`src/rtl/delay_slot_scheduler.sv`:
```
// ---------------------------------------------------------------------------
// delay_slot_scheduler
//
// Shares one CBITS-wide delay counter among NREQ requesters. An idle
// scheduler picks the next requester round-robin (starting at ptr), latches
// its delay clamped to MAXD, counts from 0 up to that delay and then pulses
// done for the granted channel. Dropping the request mid-service aborts it
// without a done pulse; the round-robin pointer still moves past the channel.
//
// Ports
//   clk   in   1           clock, rising edge
//   rst   in   1           synchronous active-high reset
//   req   in   NREQ        level request per channel
//   dly   in   NREQ*CBITS  delay of channel i at [i*CBITS +: CBITS]
//   gnt   out  NREQ        one-hot grant, held while the channel is serviced
//   done  out  NREQ        one-cycle one-hot completion pulse
//   sig   out  1           one-cycle pulse, equal to |done
//   busy  out  1           scheduler not idle
//   err   out  1           counter above MAXD (never set in legal use)
//   flg   out  1           counter within MAXD
// All outputs are registered.
// ---------------------------------------------------------------------------
module delay_slot_scheduler #(
    parameter int NREQ  = 4,
    parameter int CBITS = 14,
    parameter int MAXD  = 10000
) (
    input  logic                  clk,
    input  logic                  rst,
    input  logic [NREQ-1:0]       req,
    input  logic [NREQ*CBITS-1:0] dly,
    output logic [NREQ-1:0]       gnt,
    output logic [NREQ-1:0]       done,
    output logic                  sig,
    output logic                  busy,
    output logic                  err,
    output logic                  flg
);

    localparam int PBITS = $clog2(NREQ);

    typedef enum logic [1:0] {
        IDLE  = 2'd0,
        GRANT = 2'd1,
        COUNT = 2'd2,
        DONE  = 2'd3
    } state_t;

    state_t            state_q, state_d;
    logic [CBITS-1:0]  cnt_q, cnt_d;
    logic [CBITS-1:0]  d_q, d_d;
    logic [PBITS-1:0]  ptr_q, ptr_d;
    logic [PBITS-1:0]  chan_q, chan_d;
    logic [NREQ-1:0]   gnt_d, done_d;
    logic              sig_d, busy_d, err_d, flg_d;

    // Round-robin pick and the clamped delay of the picked channel.
    logic              pick_valid;
    logic [PBITS-1:0]  pick;
    logic [PBITS-1:0]  idx;
    logic [CBITS-1:0]  dly_sel;
    logic [CBITS-1:0]  d_clamp;
    logic [PBITS-1:0]  ptr_adv;
    logic              req_held;

    // NOTE: every signal written in always_comb gets a default first, so no
    // path leaves it unassigned and no latch is inferred.
    always_comb begin
        pick_valid = 1'b0;
        pick       = '0;
        idx        = '0;
        for (int k = 0; k < NREQ; k++) begin
            idx = PBITS'((int'(ptr_q) + k) % NREQ);
            if (!pick_valid && req[idx]) begin
                pick_valid = 1'b1;
                pick       = idx;
            end
        end
    end

    always_comb begin
        dly_sel = '0;
        for (int i = 0; i < NREQ; i++) begin
            if (pick == PBITS'(i)) begin
                dly_sel = dly[i*CBITS +: CBITS];
            end
        end
    end

    assign d_clamp  = (dly_sel > CBITS'(MAXD)) ? CBITS'(MAXD) : dly_sel;
    assign ptr_adv  = (chan_q == PBITS'(NREQ - 1)) ? '0 : chan_q + PBITS'(1);
    assign req_held = req[chan_q];

    // Next-state and next-output logic.
    always_comb begin
        state_d = state_q;
        cnt_d   = cnt_q;
        d_d     = d_q;
        ptr_d   = ptr_q;
        chan_d  = chan_q;
        gnt_d   = gnt;
        done_d  = '0;
        sig_d   = 1'b0;

        unique case (state_q)
            IDLE: begin
                cnt_d = '0;
                if (pick_valid) begin
                    chan_d  = pick;
                    d_d     = d_clamp;
                    gnt_d   = NREQ'(1) << pick;
                    state_d = GRANT;
                end
            end
            GRANT: begin
                cnt_d = '0;
                if (!req_held) begin
                    gnt_d   = '0;
                    ptr_d   = ptr_adv;
                    state_d = IDLE;
                end else begin
                    state_d = COUNT;
                end
            end
            COUNT: begin
                // A dropped request wins over a completion on the same edge.
                if (!req_held) begin
                    cnt_d   = '0;
                    gnt_d   = '0;
                    ptr_d   = ptr_adv;
                    state_d = IDLE;
                end else if (cnt_q >= d_q) begin
                    done_d  = gnt;
                    sig_d   = 1'b1;
                    state_d = DONE;
                end else begin
                    cnt_d = cnt_q + CBITS'(1);
                end
            end
            DONE: begin
                cnt_d   = '0;
                gnt_d   = '0;
                ptr_d   = ptr_adv;
                state_d = IDLE;
            end
            default: state_d = IDLE;
        endcase

        busy_d = (state_d != IDLE);
        // Bound checks look at the counter value being registered this edge.
        err_d  = (cnt_d > CBITS'(MAXD));
        flg_d  = !err_d;
    end

    // NOTE: state is updated with non-blocking assignments so every register
    // samples the pre-edge values, independent of statement order.
    always_ff @(posedge clk) begin
        if (rst) begin
            state_q <= IDLE;
            cnt_q   <= '0;
            d_q     <= '0;
            ptr_q   <= '0;
            chan_q  <= '0;
            gnt     <= '0;
            done    <= '0;
            sig     <= 1'b0;
            busy    <= 1'b0;
            err     <= 1'b0;
            flg     <= 1'b1;
        end else begin
            state_q <= state_d;
            cnt_q   <= cnt_d;
            d_q     <= d_d;
            ptr_q   <= ptr_d;
            chan_q  <= chan_d;
            gnt     <= gnt_d;
            done    <= done_d;
            sig     <= sig_d;
            busy    <= busy_d;
            err     <= err_d;
            flg     <= flg_d;
        end
    end

endmodule

```
`config.mk`:
```
export PLATFORM = sky130hd
export DESIGN_NAME = delay_slot_scheduler
export DESIGN_NICKNAME = d
export VERILOG_FILES = /design/src/rtl/delay_slot_scheduler.sv
export SDC_FILE = /design/constraint.sdc
export NUM_CORES = 1
export LEC_CHECK = 0
export CORE_ASPECT_RATIO = 1.5
export CORE_MARGIN = 5
export CORE_UTILIZATION = 46
export DETAILED_ROUTE_END_ITERATION = 16
export GPL_ROUTABILITY_DRIVEN = 0
export PLACE_DENSITY = 0.75
export RECOVER_POWER = 100
export SETUP_SLACK_MARGIN = 0.3
export SYNTH_ARGS = -nofsm -noshare
export SYNTH_HDL_FRONTEND = slang
export SYNTH_SLANG_ARGS = --single-unit
```
`constraint.sdc`:
```
create_clock -name clk -period 4.6 [get_ports clk]
set_input_delay 0.92 -clock clk [delete_from_list [all_inputs] [get_ports clk]]
set_output_delay 0.92 -clock clk [all_outputs]
set_load 0.1 [all_outputs]
```
==> results of run 1 <==
## worst register-to-register path: stages, from the launching register on
cell,delay [ns]
dfxtp_1,0.55
ha_1,0.31
nand4_1,0.13
nor4_1,0.08
a311oi_1,0.66
and4_1,0.48
a311o_1,0.20
o21ai_0,0.11
a311o_1,0.37
a21o_1,0.19
## sequential cells by signal, indices dropped and copies added (netlist names)
name     flops
err          1
cnt_q       14
gnt          4
done         4
state_q      2
flg          1
chan_q       2
busy         1
sig          1
d_q         14
ptr_q        2
## cells in the final DEF (no fill, tap or decap), types with 7 or more instances in the layout
| cell | count |
|---|---|
| clkdlybuf4s50_1 | 60 |
| dfxtp_1 | 46 |
| nand2_1 | 34 |
| nor2_1 | 32 |
| mux2i_1 | 28 |
| inv_1 | 26 |
| ha_1 | 20 |
| a21oi_1 | 16 |
| dlygate4sd3_1 | 13 |
| o21ai_0 | 10 |
| a211oi_1 | 9 |
| mux2_2 | 8 |
| nand3_1 | 8 |
| xnor2_1 | 8 |
| and3_1 | 7 |
## per-layer routing
layer	global-route usage (%)	wire [um]
met1	18.0	2790
met2	33.4	3810
met3	1.82	281
met4	6.36	160
met5	0	0
## how the worst max path moves through the flow
stage,slack (ns),start,cells after the start,to
3_3_place_gp,1.09,req[0],9,d_q[0]
3_5_place_dp,0.96,req[0],9,d_q[2]
6_report,0.94,req[2],9,d_q[8]
2_1_floorplan,1.73,req[2],9,d_q[5]
4_1_cts,1.29,req[0],9,d_q[2]
5_1_grt,0.68,req[2],10,d_q[9]
## stage by stage
step	setup WS [ns]	total power, uW	instance area, um^2	hold WS, ns
after floorplan	1.73	914	3000	0.420
final	0.937	1290	3860	0.461
after CTS	1.29	1310	3870	0.464
after detailed placement	0.958	1060	3780	0.436
after global routing	0.677	1370	3860	0.504
after global placement	1.09	1050	3780	0.435
## where the power goes
group / internal (uW) / switching, uW
clock network: 109 / 142
registers: 448 / 27.7
logic: 235 / 326
total: 791 / 495
## cells by family after synthesis
logic type               count (synthesis)  synth area share (%)
AO/OA/AOI/OAI                           71                  17.7
adder cells (fa/ha/maj)                 20                  8.33
buffers and inverters                   39                  5.62
AND/OR/NAND/NOR                        119                  19.2
multiplexers                            39                  14.3
flip-flops                              46                  30.7
XOR/XNOR                                14                  4.08
## final cells by class
class | instances | area share (%)
tap | 76 | 2.47
timing repair buffer | 75 | 19.3
multi-input combinational | 263 | 49.4
clock inverter | 3 | 0.616
sequential | 46 | 23.9
clock buffer | 5 | 1.78
inverter | 26 | 2.53
==> results.yml, run 1 <==
run_status:
  status: "finished, final reports clean"
synthesis:
  ys_ff_latch: 46
  yosys-top-cells-area: "dfxtp_1 (31%), mux2i_1 (9.3%), ha_1 (8.3%)"
  syn-num-nets: 430
  yosysTopAreaCell: "dfxtp_1"
  synthMostInstantiatedCell: "dfxtp_1"
  ys.flop_type: "dfxtp_1"
  yosys.area.top_type_share_pct: 30.7
  syn_inst: 348
  synthArstFlopShare_pct: 0
  yosys-top-cells-count: "dfxtp_1 (46), nand2_1 (34), nor2_1 (32)"
  synth_edf_count: 0
  syn_area_um2: 3000
  postSynthAreaPerCell_um2: 8.63
  yosys_warnings: 0
  synth_cell_types: 57
  yosysSeqAreaShare_pct: 30.7
die:
  start_util_pct: 46.6
  rows: 36
  die_y_um: 109
  die_x_um: 76.0
  fp.dieArea_um2: 8280
  io_pins: 74
  coreArea_um2: 6440
cts:
  htree_num_levels: 2
  hold_buffers: 0
  cts_sinks: 46
  cts.clk_slew.worst_paths_ns: 0.09
  cts_buffer_depth: 2
  cts_tree: "built"
  clk_latency_ns: 0.30
  cts_made_buffers: 5
  root_buffer: "clkbuf_8"
  postCtsSetupRepairBufs: 0
  postCtsResizedCells: 0
finish:
  n_antenna_cell: 0
  stdcell_count: 494
  post-route-util_pct: 59.9
  drive_gt1_share_pct: 5.98
  num-nets-final: 499
  syn_to_final_growth_pct: 28.4
  ff_latch_area_um2: 921
  multi_input_area_um2: 1900
  fillCellCount: 582
placement:
  placed_cells: 486
  post-dp-hpwl_um: 5850
  io_buffers: 73
timing:
  post-route-period-util_pct: 79.6
  final_hold_viol_count: 0
  finalSetupViolations: 0
  fmaxAchievable_mhz: 273
  slew_headroom_pct: 33.9
  rsz0062_at_grt: "no"
  fin_worst_skew_ns: 0.00422
  finalMaxSlewViolations: 0
  setup-tns-final_ns: 0
  fin_crit_ns: 3.66
  tightest_slew_ns: 0.989
worst_hold_path:
  holdPathEnd: "d_q[7]"
  worst_hold_path_type: "reg2reg"
  hold_depth: 2
  min_from: "d_q[7]"
critical_path:
  cp.arrival_ns: 3.88
  crit_fanout: 21
  slowest_stage: "o21ai_0"
  cp_data_required_time_ns: 4.82
  critPathCaptureType: "flop"
  worstSetupPathType: "in2reg"
  rr_startpoint: "cnt_q[3]"
  worstPathBufferInverterCount: 1
  rrSetupSlack_ns: 1.43
  worstRegToRegCells: 9
  path_delay_family: "compound AO/OA/AOI/OAI gates"
  startpoint_type: "input pin"
  reg2reg_to: "flg"
  max_stage_delay_ns: 0.70
  crit_chain: "dlygate4sd3_1 > nor2b_1 > a221o_1 > and2_4 > o211a_1 > o22a_1 > o21ai_0 > nor2_1 > a211oi_1"
detailed_routing:
  drtPass1Iterations: 4
  ant_nets: 0
  drc_errors: 0
  wirelength_um: 7050
  via_count: 2711
  vias_per_cell: 5.49
  drt_iter0_markers: 167
  routedWlPerCell_um: 14.3
grt:
  grt_max_degree: 28
  grt_remaining_overflow: 0
  grt_antenna_before_repair: 0
  grt_pass1_vias: 2686
  grt_pass1_wl_um: 11800
  grt_use_total_pct: 16.9
power_and_ir_drop:
  cellLeakagePower_uw: 0.00152
  max-vdd-ir-drop_v: 0.000177
  p_per_area_nw_per_um2: 333
flow_run:
  max_cap_viol_count: 0
No activity file was read; power rests on OpenSTA's default activity.
==> run 2: changes to the inputs <==
--- a/config.mk
+++ b/config.mk
@@ -7,10 +7,10 @@
 export LEC_CHECK = 0
 export CORE_ASPECT_RATIO = 1.5
 export CORE_MARGIN = 5
-export CORE_UTILIZATION = 46
+export CORE_UTILIZATION = 45
 export DETAILED_ROUTE_END_ITERATION = 16
 export GPL_ROUTABILITY_DRIVEN = 0
-export PLACE_DENSITY = 0.75
+export PLACE_DENSITY = 0.77
 export RECOVER_POWER = 100
 export SETUP_SLACK_MARGIN = 0.3
 export SYNTH_ARGS = -nofsm -noshare
==> constraint.sdc (replaced) <==
create_clock -name clk -period 3 [get_ports clk]
set_input_delay 0.6 -clock clk [delete_from_list [all_inputs] [get_ports clk]]
set_output_delay 0.6 -clock clk [all_outputs]
set_load 0.1 [all_outputs]
==> results.yml, run 2 (synthesis results as in run 1) <==
die:
  fp.dieArea_um2: 8440
  io_pins: 74
  rows: 36
  die_y_um: 110
  die_x_um: 76.7
  start_util_pct: 46.3
  coreArea_um2: 6490
finish:
  top_regs: "cnt_q: 14 flops, d_q: 14 flops"
  final_area_um2: 4110
  n_antenna_cell: 0
  syn_to_final_growth_pct: 36.9
  fillCellCount: 580
  final_common_cell: "clkdlybuf4s50_1"
  num-nets-final: 536
  post-route-util_pct: 63.4
  drive_gt1_share_pct: 16.3
  layout_common_cells: "clkdlybuf4s50_1 (57), dfxtp_1 (40), nand2_1 (33)"
critical_path:
  max_stage_delay_ns: 0.46
  rr_startpoint: "cnt_q[8]"
  critPathCaptureType: "flop"
  crit_top_cell: "nand4_1"
  crit_chain: "ha_1 > nand4_1 > nor4_2 > a311oi_1 > clkbuf_1 > nand4_1 > xor2_1 > or3_1 > a311o_1 > a21o_1"
  path_delay_family: "compound AO/OA/AOI/OAI gates"
  worstSetupPathType: "reg2reg"
  startpoint_type: "flop"
  crit_fanout: 7
  cp.arrival_ns: 2.92
  rrSetupSlack_ns: 0.30
  cp_data_required_time_ns: 3.22
  cp-startpoint: "cnt_q[8]"
  slowest_stage: "dfxtp_1"
  worstPathBufferInverterCount: 1
timing:
  finalHoldWorstSlack_ns: 0.461
  post-route-period-util_pct: 90.2
  fin_crit_ns: 2.70
  slew_headroom_pct: 21.0
  fin_worst_skew_ns: 0.00616
  fmaxAchievable_mhz: 370
  tightest_slew_ns: 1.19
  final_hold_viol_count: 0
  setup-tns-final_ns: 0
  finalSetupViolations: 0
  rsz0062_at_grt: "yes"
  finalMaxSlewViolations: 0
cts:
  htree_num_levels: 2
  cts_tree: "built"
  cts_sinks: 46
  clk_latency_ns: 0.31
  cts_buffer_depth: 2
  cts_made_buffers: 5
  root_buffer: "clkbuf_8"
  cts.clk_slew.worst_paths_ns: 0.09
detailed_routing:
  drtPass1Iterations: 4
  via_count: 2880
  vias_per_cell: 5.42
  ant_nets: 0
  wirelength_um: 7720
  routedWlPerCell_um: 14.5
  drc_errors: 0
  drt_iter0_markers: 150
flow_run:
  max_cap_viol_count: 0
grt:
  grt_use_total_pct: 18.8
  grt_remaining_overflow: 0
  grt_max_degree: 22
  grt_pass1_vias: 2990
  grt_pass1_wl_um: 13000
  grt_antenna_before_repair: 0
run_status:
  status: "finished, final reports clean"
placement:
  placed_area_um2: 4010
  io_buffers: 73
  post-dp-hpwl_um: 6110
worst_hold_path:
  worst_hold_path_type: "reg2reg"
  min_from: "d_q[2]"
power_and_ir_drop:
  p_per_area_nw_per_um2: 520
  cellLeakagePower_uw: 0.00167
  max-vdd-ir-drop_v: 0.000256
## run 2: cell type report
| type | count | area [um^2] | share of cell area, % |
|---|---|---|---|
| clock buffer | 6 | 82.6 | 2.01 |
| clock inverter | 2 | 12.5 | 0.304 |
| inverter | 26 | 97.6 | 2.37 |
| multi-input combinational | 264 | 1970 | 47.8 |
| sequential | 46 | 928 | 22.6 |
| tap | 76 | 95.1 | 2.31 |
| timing repair buffer | 111 | 930 | 22.6 |
## run 2: report_power, final
| part | internal [uW] | switching (uW) |
|---|---|---|
| Sequential | 688 | 42.2 |
| Combinational | 459 | 551 |
| Clock | 185 | 215 |
| Total | 1330 | 809 |
## run 2: path summary, 6_finish.rpt
check,to,cells after the start
worst max register to register,flg,10
worst min register to register,d_q[2],2
worst min-delay path,d_q[2],2
worst max-delay path,flg,10
## run 2: through the flow
stage	cells	total power (uW)	setup WS, ns
3_3_place_gp	519	1700	-0.177
6_report	531	2140	0.295
4_1_cts	529	2170	0.330
5_1_grt	531	2280	0.111
2_1_floorplan	348	1400	0.334
3_5_place_dp	519	1730	-0.267
## run 2: metal layers
metal / GRT usage (%) / up-vias / part of all wire (%)
met5: 0 / - / 0
met4: 9.00 / 0 / 2.8
met3: 3.58 / 13 / 4.8
met2: 37.5 / 72 / 55
met1: 18.0 / 1333 / 37
li1: - / 1462 / -
## run 2: repair_timing
| action | CTS | global route |
|---|---|---|
| buffers inserted | 1 | 2 |
| endpoints found under the setup margin | 10 | 11 |
| gates resized for setup | 16 | 11 |
| pin swaps | 6 | 4 |
| hold buffers | 0 | 0 |
| cloned | 1 | 0 |
## run 2: worst min-delay path, cell delays in order (launching register included)
cell,delay [ns]
dfxtp_1,0.33
nand2_1,0.05
o41ai_1,0.05
==> run 3: changes to the inputs <==
--- a/config.mk
+++ b/config.mk
@@ -5,7 +5,7 @@
 export SDC_FILE = /design/constraint.sdc
 export NUM_CORES = 1
 export LEC_CHECK = 0
-export CORE_ASPECT_RATIO = 1.5
+export CORE_ASPECT_RATIO = 0.6
 export CORE_MARGIN = 5
 export CORE_UTILIZATION = 45
 export DETAILED_ROUTE_END_ITERATION = 16
==> results.yml, run 3 (synthesis results as in run 1) <==
run_status:
  status: "finished, final reports clean"
detailed_routing:
  via_count: 3035
  ant_nets: 0
  drc_errors: 0
  drtPass1Iterations: 5
  routedWlPerCell_um: 16.5
  wirelength_um: 9120
  drt_iter0_markers: 237
  vias_per_cell: 5.48
finish:
  layout_common_cells: "clkdlybuf4s50_1 (57), buf_4 (37), dfxtp_1 (34)"
  drive_gt1_share_pct: 21.2
  num-nets-final: 548
  top_regs: "cnt_q: 14 flops, d_q: 14 flops"
  syn_to_final_growth_pct: 44.3
  fillCellCount: 554
  n_antenna_cell: 0
  final_common_cell: "clkdlybuf4s50_1"
die:
  start_util_pct: 45.6
  die_y_um: 73.3
  rows: 23
  die_x_um: 115
  io_pins: 74
  coreArea_um2: 6590
  fp.dieArea_um2: 8460
critical_path:
  critPathCaptureType: "flop"
  crit_chain: "clkdlybuf4s25_1 > clkbuf_4 > nand2b_1 > a21oi_1 > nor3_4 > clkbuf_1 > buf_12 > mux2i_1 > mux2_1 > or2_4 > a211oi_4 > o41ai_1"
  cp_data_required_time_ns: 3.19
  worstPathBufferInverterCount: 4
  rr_startpoint: "d_q[4]"
  startpoint_type: "input pin"
  worstSetupPathType: "in2reg"
  worstRegToRegCells: 11
  rrSetupSlack_ns: 0.26
  path_delay_family: "buffers and inverters"
  crit_fanout: 6
  reg2reg_to: "cnt_q[8]"
  slowest_stage: "a211oi_4"
  cp.arrival_ns: 2.95
  max_stage_delay_ns: 0.38
power_and_ir_drop:
  cellLeakagePower_uw: 0.00174
  switchingPower_uw: 906
  internal_power_uw: 1370
  max-vdd-ir-drop_v: 0.000348
  p_per_area_nw_per_um2: 525
  clkPwrFrac_pct: 17.6
  power_frac_seq_pct: 32.2
  combPwrFrac_pct: 50.2
  total_power_uw: 2280
  swShare_pct: 39.8
worst_hold_path:
  holdPathEnd: "d_q[1]"
  hold_depth: 2
  min_from: "d_q[1]"
  worst_hold_path_type: "reg2reg"
grt:
  grt_antenna_before_repair: 0
  grt_pass1_wl_um: 13800
  grt_pass1_vias: 2951
  grt_max_degree: 25
  grt_use_total_pct: 20.3
  grt_remaining_overflow: 0
placement:
  io_buffers: 73
  post-dp-hpwl_um: 6730
timing:
  slew_headroom_pct: 22.0
  fin_crit_ns: 2.76
  tightest_slew_ns: 1.18
  rsz0062_at_grt: "yes"
  finalMaxSlewViolations: 0
  fmaxAchievable_mhz: 362
  finalSetupViolations: 0
  fin_worst_skew_ns: 0.00632
  final_hold_viol_count: 0
  finalHoldWorstSlack_ns: 0.469
  setup-tns-final_ns: 0
  post-route-period-util_pct: 92.1
cts:
  root_buffer: "clkbuf_8"
  cts_buffer_depth: 2
  htree_num_levels: 2
  cts.clk_slew.worst_paths_ns: 0.09
  clk_latency_ns: 0.32
  cts_tree: "built"
  cts_sinks: 46
  cts_made_buffers: 5
flow_run:
  max_cap_viol_count: 0
-- run 3: cell count changes in the layout (fill, tap and decap cells not counted), sizes merged --
| cell | before | now |
|---|---|---|
| buf | 30 | 38 |
| clkbuf | 27 | 29 |
| clkinv | 1 | 2 |
| clkdlybuf4s25 | 0 | 1 |
-- run 3: worst min-delay path: stages, from the launching register on --
cell,delay [ns]
dfxtp_1,0.34
nand2_1,0.05
o41ai_1,0.05
-- run 3: area by class of cell --
type	count	area [um^2]	area share [%]
clock inverter	3	21.3	0.491
clock buffer	5	68.8	1.59
inverter	26	97.6	2.25
tap	87	109	2.51
sequential	46	938	21.7
multi-input combinational	264	2050	47.2
timing repair buffer	123	1050	24.3
-- run 3: power by group through the flow --
stage               logic [uW]  registers [uW]  clock network, uW
floorplan                  575             827                  0
global placement           991             741                  0
detailed placement        1020             745                  0
CTS                       1080             731                400
global route              1230             741                432
finish                    1140             734                400
-- run 3: timing repair --
action                                  CTS  global route
hold buffers                              0             0
gates cloned                              1             2
endpoints found under the setup margin   13            14
setup buffers                             1             6
pin swaps                                 9             7
gates resized for setup                  22            23
-- run 3: through the flow --
step / area [um^2] / std cells / util, % / setup slack [ns]
detailed placement: 4070 / 536 / 61.7 / -0.257
global route: 4330 / 554 / 65.8 / 0.112
CTS: 4240 / 546 / 64.3 / 0.317
floorplan: 3000 / 348 / - / 0.334
finish: 4330 / 554 / 65.8 / 0.238
global placement: 4070 / 536 / 61.7 / -0.129
-- run 3: worst max-delay path by stage --
stage / from / end / slack (ns) / depth (start not counted)
floorplan: cnt_q[5] / flg / 0.33 / 8
global placement: req[2] / d_q[3] / -0.13 / 9
detailed placement: req[2] / d_q[5] / -0.26 / 9
CTS: d_q[3] / flg / 0.32 / 10
finish: req[2] / d_q[5] / 0.24 / 12
global route: d_q[4] / cnt_q[10] / 0.11 / 12
-- run 3: metal layers --
| layer | vias up | wire, um | GRT usage, % |
|---|---|---|---|
| li1 | 1481 | - | - |
| met1 | 1446 | 4450 | 28.3 |
| met2 | 101 | 4090 | 32.9 |
| met3 | 7 | 532 | 4.28 |
| met4 | 0 | 48 | 3.39 |
| met5 | - | 0 | 0 |
==> RTL change: new RTL, flow settings as in run 3 <==
`NREQ`: 4 -> 2.
--- a/src/rtl/delay_slot_scheduler.sv
+++ b/src/rtl/delay_slot_scheduler.sv
@@ -21,7 +21,7 @@
 // All outputs are registered.
 // ---------------------------------------------------------------------------
 module delay_slot_scheduler #(
-    parameter int NREQ  = 4,
+    parameter int NREQ  = 2,
     parameter int CBITS = 14,
     parameter int MAXD  = 10000
 ) (
Ports: changed (resized dly, done, gnt and req); port bits go from 74 to 40. No check against the original RTL was run, so the function may have changed too.
==> RTL change against run 3 <==
Sequential cell count decreased by 6. Wire length decreased by 42%. Count of clock-buffer cells in the layout unchanged. Design area decreased by 32%. Largest cell class unchanged. Synthesized cell count decreased by 22%. Clock skew increased by 6.5 ps. Global-route usage decreased by 3.6 points. Setup slack improved by 150 ps. Synthesized area decreased by 21%. Core utilization decreased by 8.3 points.
Power is not compared: it rests on default switching activity, and its combinational part moved more than twofold at a synthesized area within 25%.
==> RTL change: results (changes against run 3) <==
status: "finished, final reports clean"  # unchanged
holdWs_ps: 454  # was 469 ps
synth_area_leaders: "dfxtp_1 (34%), ha_1 (11%), mux2i_1 (6.7%)"  # was dfxtp_1 (31%), mux2i_1 (9.3%), ha_1 (8.3%)
synth-seq-area-share_pct: 33.6  # was 30.7%
drive_gt1_share_pct: 9.38  # was 21.2%
drt_first_pass_iters: 4  # was 5
ys_types: 49  # was 57
place_area_sq_um: 2870  # was 4070 sq um
critPathMaxStageDelay_ps: 600  # was 380 ps
track_usage_pct: 16.6  # was 20.3%
cp_max_fo: 22  # was 6
critPathArrivalTime_ps: 2810  # was 2950 ps
cts_resized: 0  # was 22
fin_cells: 386  # was 554
synth_common_cells: "dfxtp_1 (40), nor2_1 (29), inv_1 (25), nand2_1 (23), ha_1 (20)"  # was dfxtp_1 (46), nand2_1 (34), nor2_1 (32), mux2i_1 (28), inv_1 (26)
slowest_stage: "dlygate4sd3_1"  # was a211oi_4
dp_cells: 378  # was 536
place_ws_ps: 174  # was -257 ps
routed_wl_mm: 5.32  # was 9.12 mm
port_buffers: 39  # was 73
grt_pass1_wl_mm: 9.21  # was 13.8 mm
cts_root_buf: "clkbuf_8"  # unchanged
drtIter0Drc: 109  # was 237
clk_latency_ps: 300  # was 320 ps
postSynthCellCount: 271  # was 348
reg.largest.list: "cnt_q x14, d_q x14"  # unchanged
syn_nets: 323  # was 430
regToRegSetupSlack_ps: 410  # was 260 ps
first_global_vias: 1960  # was 2,951
postCtsSetupBuffers: 0  # was 1
fin_worst_skew_ps: 12.9  # was 6.32 ps
final.period_utilization_pct: 87.2  # was 92.1%
clk_pin_slew_ps: 70  # was 90 ps
vias_per_cell: 5.25  # was 5.48
worst_pin_slew_ps: 1190  # was 1180 ps
dp_hpwl_mm: 4.29  # was 6.73 mm
grt_max_degree: 23  # was 25
ir_worst_vdd_v: 0.000232
RTL change: cells by family (layout without fill, tap and decap cells):
family,Yosys count,after routing,synth area share (%)
AND/OR/NAND/NOR,91,91,19.6
buffers and inverters,32,81,5.30
AO/OA/AOI/OAI,57,57,18.7
flip-flops,40,40,33.6
adder cells (fa/ha/maj),20,20,10.5
multiplexers,16,16,6.72
XOR/XNOR,15,15,5.51
RTL change: per-layer routing:
metal | vias up | part of all wire (%) | GRT usage [%]
met2 | 75 | 36 | 23.5
li1 | 1054 | - | -
met4 | 0 | 1.1 | 4.85
met1 | 890 | 54 | 24.4
met3 | 7 | 8.5 | 4.39
met5 | - | 0 | 0
RTL change: area by class of cell:
| type | instances | area (sq um) |
|---|---|---|
| clock buffers | 5 | 68.8 |
| fillers | 473 | 2170 |
| flip-flops and latches | 40 | 803 |
| well taps | 66 | 82.6 |
| multi-input cells | 199 | 1440 |
| inverters | 25 | 93.8 |
| repair buffers | 48 | 400 |
| clock inverters | 3 | 42.5 |
RTL change: power groups by stage:
| stage | logic, mW | clock network [mW] | registers [mW] |
|---|---|---|---|
| 2_1_floorplan | 0.146 | 0 | 0.612 |
| 3_3_place_gp | 0.263 | 0 | 0.584 |
| 3_5_place_dp | 0.267 | 0 | 0.585 |
| 4_1_cts | 0.268 | 0.453 | 0.573 |
| 5_1_grt | 0.289 | 0.485 | 0.576 |
| 6_report | 0.262 | 0.440 | 0.573 |
RTL change: worst max-delay path: cells and delay by family:
kind	cells	cell delay [ps]
buffers and inverters	4	1140
muxes	1	150
AOI/OAI and AO/OA	3	580
and+or+nand+nor	1	340
RTL change: worst paths after layout:
path                                 from     end  depth (start not counted)
worst min-delay path               d_q[2]  d_q[2]                          2
worst max register to register  cnt_q[12]     flg                         10
worst max-delay path               req[0]  d_q[4]                          9
worst min register to register     d_q[2]  d_q[2]                          2
